## config.mk

```make
export PLATFORM = sky130hd
export DESIGN_NAME = request_conditioner
export DESIGN_NICKNAME = d
export VERILOG_FILES = /design/src/rtl/request_conditioner.sv
export SDC_FILE = /design/constraint.sdc
export NUM_CORES = 1
export LEC_CHECK = 0
export CAP_MARGIN = 20
export CELL_PAD_IN_SITES_DETAIL_PLACEMENT = 1
export CELL_PAD_IN_SITES_GLOBAL_PLACEMENT = 2
export CORE_MARGIN = 3
export CORE_UTILIZATION = 40
export CTS_BUF_LIST = sky130_fd_sc_hd__clkbuf_4 sky130_fd_sc_hd__clkbuf_8 sky130_fd_sc_hd__clkbuf_16
export CTS_CLUSTER_DIAMETER = 100
export CTS_CLUSTER_SIZE = 16
export DETAILED_ROUTE_END_ITERATION = 16
export PLACE_DENSITY = 0.84
export SETUP_SLACK_MARGIN = 0.3
export SYNTH_ARGS = -nofsm -noshare
export SYNTH_HDL_FRONTEND = slang
export SYNTH_SLANG_ARGS = --single-unit
```

## constraint.sdc

```tcl
create_clock -name CLK -period 8.5 [get_ports CLK]
set_input_delay 1.7 -clock CLK [delete_from_list [all_inputs] [get_ports CLK]]
set_output_delay 1.7 -clock CLK [all_outputs]
set_load 0.005 [all_outputs]
```

## src/rtl/request_conditioner.sv

```systemverilog
// request_conditioner
//
// Conditions raw field inputs (vehicle sensors and pedestrian pushbuttons)
// before they reach the intersection control FSM. Each channel is
// synchronised, debounced, edge-detected and turned into a sticky request
// that the FSM clears with a one-cycle acknowledge.
//
// Ports:
//   CLK       10 kHz clock, all logic on the rising edge
//   reset     asynchronous, active-high; clears all state
//   en        request-latch enable; low blocks new requests only
//   raw_in    unsynchronised field inputs, active-high
//   ack       per-channel one-cycle request clear from the FSM
//   level     debounced level
//   rise      one-cycle pulse on a debounced rising edge
//   req       sticky pending request
//   wait_led  pushbutton "wait" indicator drive, identical to req

module request_conditioner #(
    parameter int N_IN           = 6,
    parameter int DEBOUNCE_TICKS = 200,
    parameter int CNT_W          = 8
) (
    input  logic            CLK,
    input  logic            reset,
    input  logic            en,
    input  logic [N_IN-1:0] raw_in,
    input  logic [N_IN-1:0] ack,
    output logic [N_IN-1:0] level,
    output logic [N_IN-1:0] rise,
    output logic [N_IN-1:0] req,
    output logic [N_IN-1:0] wait_led
);

    localparam logic [CNT_W-1:0] CNT_LAST = CNT_W'(DEBOUNCE_TICKS - 1);

    logic [N_IN-1:0] sync1;
    logic [N_IN-1:0] sync2;
    logic [N_IN-1:0] accept;
    logic [N_IN-1:0] level_d;
    logic [N_IN-1:0] rise_next;

    always_ff @(posedge CLK or posedge reset) begin
        if (reset) begin
            sync1 <= '0;
            sync2 <= '0;
        end else begin
            sync1 <= raw_in;
            sync2 <= sync1;
        end
    end

    // Per-channel stability counter. It only runs while the synchronised
    // input disagrees with the accepted level, and the level flips on the
    // cycle the disagreement has lasted DEBOUNCE_TICKS samples.
    for (genvar i = 0; i < N_IN; i++) begin : g_ch
        logic [CNT_W-1:0] cnt;

        assign accept[i] = (sync2[i] != level[i]) && (cnt == CNT_LAST);

        always_ff @(posedge CLK or posedge reset) begin
            if (reset) begin
                cnt <= '0;
            end else if ((sync2[i] == level[i]) || (cnt == CNT_LAST)) begin
                cnt <= '0;
            end else begin
                cnt <= cnt + CNT_W'(1);
            end
        end
    end

    // level_d lags level by one cycle so the edge pulse lands in the cycle
    // after level changes.
    assign rise_next = level & ~level_d;

    always_ff @(posedge CLK or posedge reset) begin
        if (reset) begin
            level   <= '0;
            level_d <= '0;
            rise    <= '0;
            req     <= '0;
        end else begin
            level   <= level ^ accept;
            level_d <= level;
            rise    <= rise_next;
            // Set takes priority over a simultaneous ack, so a press that
            // arrives in the ack cycle is not lost.
            req     <= (rise_next & {N_IN{en}}) | (req & ~ack);
        end
    end

    assign wait_led = req;

endmodule

```

==> metrics, run 1 <==
Comb power frac 0.046; CTS tree done; Final Hold Vio Count 0; crit-path cells clkdlybuf4s50_1; Cell Area, Synth 3625 um2; share of cells above drive strength 1 0.09497; FF+latch count, synth 84; internal power 0.0006263 W; Power Density 181.6 nW/um2; asr flop ratio synth 1.000; die area 10,240 um2; first-pass GRT wire length 12,440 um; post_cts resized 0; Sink Count 84; drt wl/cell 15.01 um; post-synth top area share 0.5799; drt first pass iters 4; Final Cycle Share 0.3578; stages on the worst setup path 1; Worst Path Max Fanout 6; worst-margin pin slew 0.5847 ns; setup TNS 0 ns; Setup crit start kind flip-flop; max_cap viols 0; setup ws final 5.459 ns; largest net degree at the start of global routing 85; sequential fraction of design power 0.528; Leak Pwr 1.868 nW; fin crit period 3.041 ns; WS Path Type flip-flop to output pin; sw frac 0.2102; worst-case reg-to-reg path depth 4; clock-pin slew on the worst setup and hold paths 0.08 ns; Syn Area/Cell 11.73 um2; Post-synth top flop dfrtp_1; clk_skew 0.007760 ns; routed via count 2,468; TritonCTS Buffers 9; flop2flop setup slack 6.91 ns; initial antenna violation count 0; Synth area leaders dfrtp_1 58%, xnor2_1 3.9%, xor2_1 2.9%, o21ai_0 2.6%, nand3_1 2.5%; largest area contributor in the netlist dfrtp_1; vias per cell 5.296; Starting Density 0.4136; CP max stage cell clkdlybuf4s50_1; vias in the first global route 2,557; critical path required time 6.80 ns; worst path bufs/invs 1; ANT cells 0; Post-synth EDFFs 0; Post-DP HPWL 4880 um; Setup Fix Bufs, Post-CTS 0; Max H-tree Level 3; status finished, final reports clean; fin nets 375; Chip Width 101.2 um; remaining antenna violation count 0; crit path DAT 1.34 ns; Post-Syn Instances 309; Final Setup Violations 0; DR iter-0 viols 113; worst setup path end level[2]; register area share after synthesis 0.5799; worst reg2reg path startpoint g_ch[0].cnt[0]; DRT Wirelength 6995 um; CTS Buffer Depth 2; global-route usage over all layers 0.1544; global placer's final weighted congestion 0.7203; Area Overhead vs Synth 20.44%; switching pwr 0.0001667 W; CP max stage delay 0.55 ns; Pins Over Slew Limit 0; Hold/Removal Path Class flip-flop to flip-flop; pre-CTS setup slack 5.363 ns; clock insertion delay at the later pin of the skew report 0.34 ns; Worst IR Drop VDD 0.1046 mV; # IOs 39; CTS root buf clkbuf_8; unrepaired setup endpoints after global routing false; Synth Net Count 331; Clock power frac 0.427; Syn. warnings 0; Max transition margin 0.6074; Die H 101.2 um; grt ovf 0; fmax 0.3288 GHz; Yosys cell types 41; hold_buf cts 0; Site Rows 34; delay-heaviest family, CP buffers and inverters; core area 8763 um2; CP Capture Type output pin; Residual DRC 0; IO buf count 38
cell families (layout without fill, tap and decap cells):
family | after synthesis | in the layout | share of synthesized area
compound gates | 49 | 49 | 0.09527
mux | 6 | 6 | 0.01864
flops | 84 | 84 | 0.5799
simple gates | 111 | 111 | 0.1830
xor+xnor | 28 | 28 | 0.06765
buf+inv | 24 | 73 | 0.03141
fa+ha+maj | 7 | 7 | 0.02416
routing by layer:
layer / up-vias / GRT usage / routed length, um
li1: 1193 / - / -
met3: 7 / 0.04270 / 249
met2: 34 / 0.2384 / 3348
met4: 0 / 0.05521 / 102
met5: - / 0 / 0
met1: 1234 / 0.2097 / 3295
flip-flops by register name, summed over array words and instances (netlist names), named ones only:
register	cells
req	6
g_ch.cnt	48
sync2	6
rise	6
sync1	6
level_d	6
cell usage after synthesis (all sizes together), types with 7 or more instances:
| cell type | n |
|---|---|
| o21ai | 19 |
| dfrtp | 84 |
| nand4 | 11 |
| nand3 | 18 |
| xor2 | 12 |
| or3 | 9 |
| xnor2 | 16 |
| nor2 | 19 |
| ha | 7 |
| nand2 | 11 |
| a21oi | 9 |
| and3 | 8 |
| inv | 17 |
worst min-delay path by stage:
stage                         from       end  slack, ns  depth (start not counted)
final                     sync1[2]  sync2[2]       0.35                          0
after global placement    sync1[1]  sync2[1]       0.34                          0
after floorplan           sync1[0]  sync2[0]       0.33                          0
after CTS                 sync1[2]  sync2[2]       0.35                          0
after detailed placement  sync1[1]  sync2[1]       0.34                          0
after global routing      sync1[4]  sync2[4]       0.36                          0
stage by stage:
step / area (um2) / util / power, W / hold WS, ns / cells
floorplan: 3625 / - / 0.0004459 / 0.3312 / 309
global placement: 4099 / 0.4677 / 0.0004611 / 0.3355 / 449
detailed placement: 4099 / 0.4677 / 0.0004623 / 0.3363 / 449
CTS: 4338 / 0.4950 / 0.0008042 / 0.3538 / 465
global route: 4365 / 0.4981 / 0.0008363 / 0.3609 / 466
finish: 4365 / 0.4981 / 0.0007930 / 0.3530 / 466
layout make-up:
type,count,area (um2)
Fill cell,933,4398
Sequential cell,84,2102
Multi-Input combinational cell,201,1409
Timing Repair Buffer,40,415.4
Clock buffer,11,138.9
Tap cell,108,135.1
Clock inverter,5,100.1
Inverter,17,65.06
power by group through the flow:
stage | registers, W | logic [W] | clock network (W)
final | 0.000418 | 0.0000363 | 0.000338
after detailed placement | 0.000427 | 0.0000358 | 0
after global placement | 0.000426 | 0.0000350 | 0
after CTS | 0.000418 | 0.0000362 | 0.000349
after global routing | 0.000421 | 0.0000417 | 0.000374
after floorplan | 0.000424 | 0.0000218 | 0
cells in the final DEF (no fill, tap or decap), types with 5 or more instances in the layout:
| cell type | Yosys | layout |
|---|---|---|
| clkdlybuf4s50_1 | 0 | 38 |
| nand3_1 | 18 | 18 |
| nor2b_1 | 6 | 6 |
| ha_1 | 7 | 7 |
| a21oi_1 | 9 | 9 |
| nor2_1 | 19 | 19 |
| dfrtp_1 | 84 | 84 |
| nand4_1 | 11 | 11 |
| clkbuf_8 | 0 | 9 |
| inv_1 | 17 | 16 |
| xnor2_1 | 16 | 16 |
| mux2_2 | 5 | 5 |
| or3_1 | 9 | 9 |
| xor2_1 | 12 | 12 |
| and3_1 | 8 | 8 |
| nor4_1 | 5 | 5 |
| o21ai_0 | 19 | 19 |
| nand2_1 | 11 | 11 |
(Power assumes the default switching activity.)
==> run 2: changes to the inputs <==
--- a/config.mk
+++ b/config.mk
@@ -9,12 +9,12 @@
 export CELL_PAD_IN_SITES_DETAIL_PLACEMENT = 1
 export CELL_PAD_IN_SITES_GLOBAL_PLACEMENT = 2
 export CORE_MARGIN = 3
-export CORE_UTILIZATION = 40
+export CORE_UTILIZATION = 38
 export CTS_BUF_LIST = sky130_fd_sc_hd__clkbuf_4 sky130_fd_sc_hd__clkbuf_8 sky130_fd_sc_hd__clkbuf_16
 export CTS_CLUSTER_DIAMETER = 100
 export CTS_CLUSTER_SIZE = 16
 export DETAILED_ROUTE_END_ITERATION = 16
-export PLACE_DENSITY = 0.84
+export PLACE_DENSITY = 0.8
 export SETUP_SLACK_MARGIN = 0.3
 export SYNTH_ARGS = -nofsm -noshare
 export SYNTH_HDL_FRONTEND = slang
==> constraint.sdc (replaced) <==
create_clock -name CLK -period 3.19 [get_ports CLK]
set_input_delay 0.638 -clock CLK [delete_from_list [all_inputs] [get_ports CLK]]
set_output_delay 0.638 -clock CLK [all_outputs]
set_load 0.005 [all_outputs]
==> run 2 against run 1 <==
  * Hold slack gained 0.00083 ns
  * Sequential power grew to 2.7 times the previous value
  * Sequential share of layout area is the same
  * Critical path depth is the same
  * Routed wire length shrank 1.4%
  * Combinational power grew to 2.6 times the previous value
  * Cell area is the same
  * Die area grew 4.9%
  * Highest routed layer unchanged
==> metrics, run 2 (same netlist as run 1, synthesis figures left out) <==
status finished, final reports clean; WS Path Type flip-flop to output pin; routed via count 2,448; ANT cells 0; delay-heaviest family, CP buffers and inverters; placed cell count 471; clk_skew 0.01417 ns; clock-pin slew on the worst setup and hold paths 0.08 ns; remaining antenna violation count 0; max_cap viols 0; Leak Pwr 1.857 nW; Post-Layout Cell Count 487; initial antenna violation count 0; global-route usage over all layers 0.1387; drt first pass iters 4; Max transition margin 0.6046; Sink Count 84; worst path bufs/invs 1; Pins Over Slew Limit 0; most frequent cells in the layout 84 x dfrtp_1, 38 x clkdlybuf4s50_1, 19 x o21ai_0, 19 x nor2_1, 18 x nand3_1; crit path DAT 1.33 ns; Setup Fix Bufs, Post-CTS 0; DR iter-0 viols 70; fmax 0.5075 GHz; largest net degree at the start of global routing 36; grt ovf 0; Hold/Removal Path Class flip-flop to flip-flop; global placer's final weighted congestion 0.7346; fin nets 375; Final Cycle Share 0.6177; worst-margin pin slew 0.5889 ns; first-pass GRT wire length 12,120 um; commonest non-fill, non-tap cell in the layout dfrtp_1; hold_buf cts 0; fin crit period 1.971 ns; CTS root buf clkbuf_8; Site Rows 35; Max H-tree Level 3; unrepaired setup endpoints after global routing false; die area 10,750 um2; vias in the first global route 2,539; Final Setup Violations 0; post_cts resized 0; Worst Path Max Fanout 6; Chip Width 103.7 um; IO buf count 38; DRT Wirelength 6897 um; Post-DP HPWL 4999 um; Most flops, register g_ch.cnt; crit-path cells clkdlybuf4s50_1; setup TNS 0 ns; Die H 103.7 um; Worst IR Drop VDD 0.2360 mV; share of cells above drive strength 1 0.09497; Area Overhead vs Synth 20.44%; core area 9240 um2; CTS tree done; Final Hold Vio Count 0; CP max stage cell clkdlybuf4s50_1; Setup crit start kind flip-flop; Starting Density 0.3923; TritonCTS Buffers 9; vias per cell 5.027; max reg flops 48; Residual DRC 0; Power Density 466.7 nW/um2; clock insertion delay at the later pin of the skew report 0.35 ns; critical path required time 2.55 ns; CTS Buffer Depth 2; # IOs 39; final core utilization 0.4724; CP max stage delay 0.54 ns; CP Capture Type output pin; drt wl/cell 14.16 um
## run 2: per-stage QoR
stage / cell area [um2] / total power, W / hold WS (ns) / setup slack, ns
2_1_floorplan: 3625 / 0.001188 / 0.3312 / 0.3869
3_3_place_gp: 4145 / 0.001232 / 0.3328 / 1.478
3_5_place_dp: 4145 / 0.001236 / 0.3363 / 1.452
4_1_cts: 4365 / 0.002082 / 0.3554 / 1.181
5_1_grt: 4365 / 0.002153 / 0.3714 / 1.124
6_report: 4365 / 0.002037 / 0.3539 / 1.219
## run 2: path summary, 6_finish.rpt
check,from,end,slack (ns),depth (start not counted)
worst max register to register,g_ch[2].cnt[0],flip-flop,1.63,4
worst min-delay path,sync1[5],sync2[5],0.35,0
worst min register to register,sync1[5],sync2[5],0.35,0
max in group asynchronous,reset,rise[1],1.90,3
worst max-delay path,flip-flop,level[5],1.22,1
min in group asynchronous,reset,async pin,0.65,2
## run 2: area by class of cell
cell class / count / area, um2
Clock buffer: 11 / 145.1
Clock inverter: 5 / 75.07
Fill cell: 1004 / 4875
Inverter: 17 / 65.06
Multi-Input combinational cell: 201 / 1409
Sequential cell: 84 / 2102
Tap cell: 129 / 161.4
Timing Repair Buffer: 40 / 407.9
## run 2: metal layers
metal / track usage / share of wire
met5: 0 / 0
met4: 0.05983 / 0.017
met3: 0.03053 / 0.033
met2: 0.2178 / 0.48
met1: 0.1860 / 0.47
## run 2: report_power, final
group | internal [W] | switching (W) | leakage, nW
Sequential | 0.00109 | 0.0000249 | 1.13
Clock | 0.000467 | 0.000360 | 0.116
Combinational | 0.0000422 | 0.0000526 | 0.610
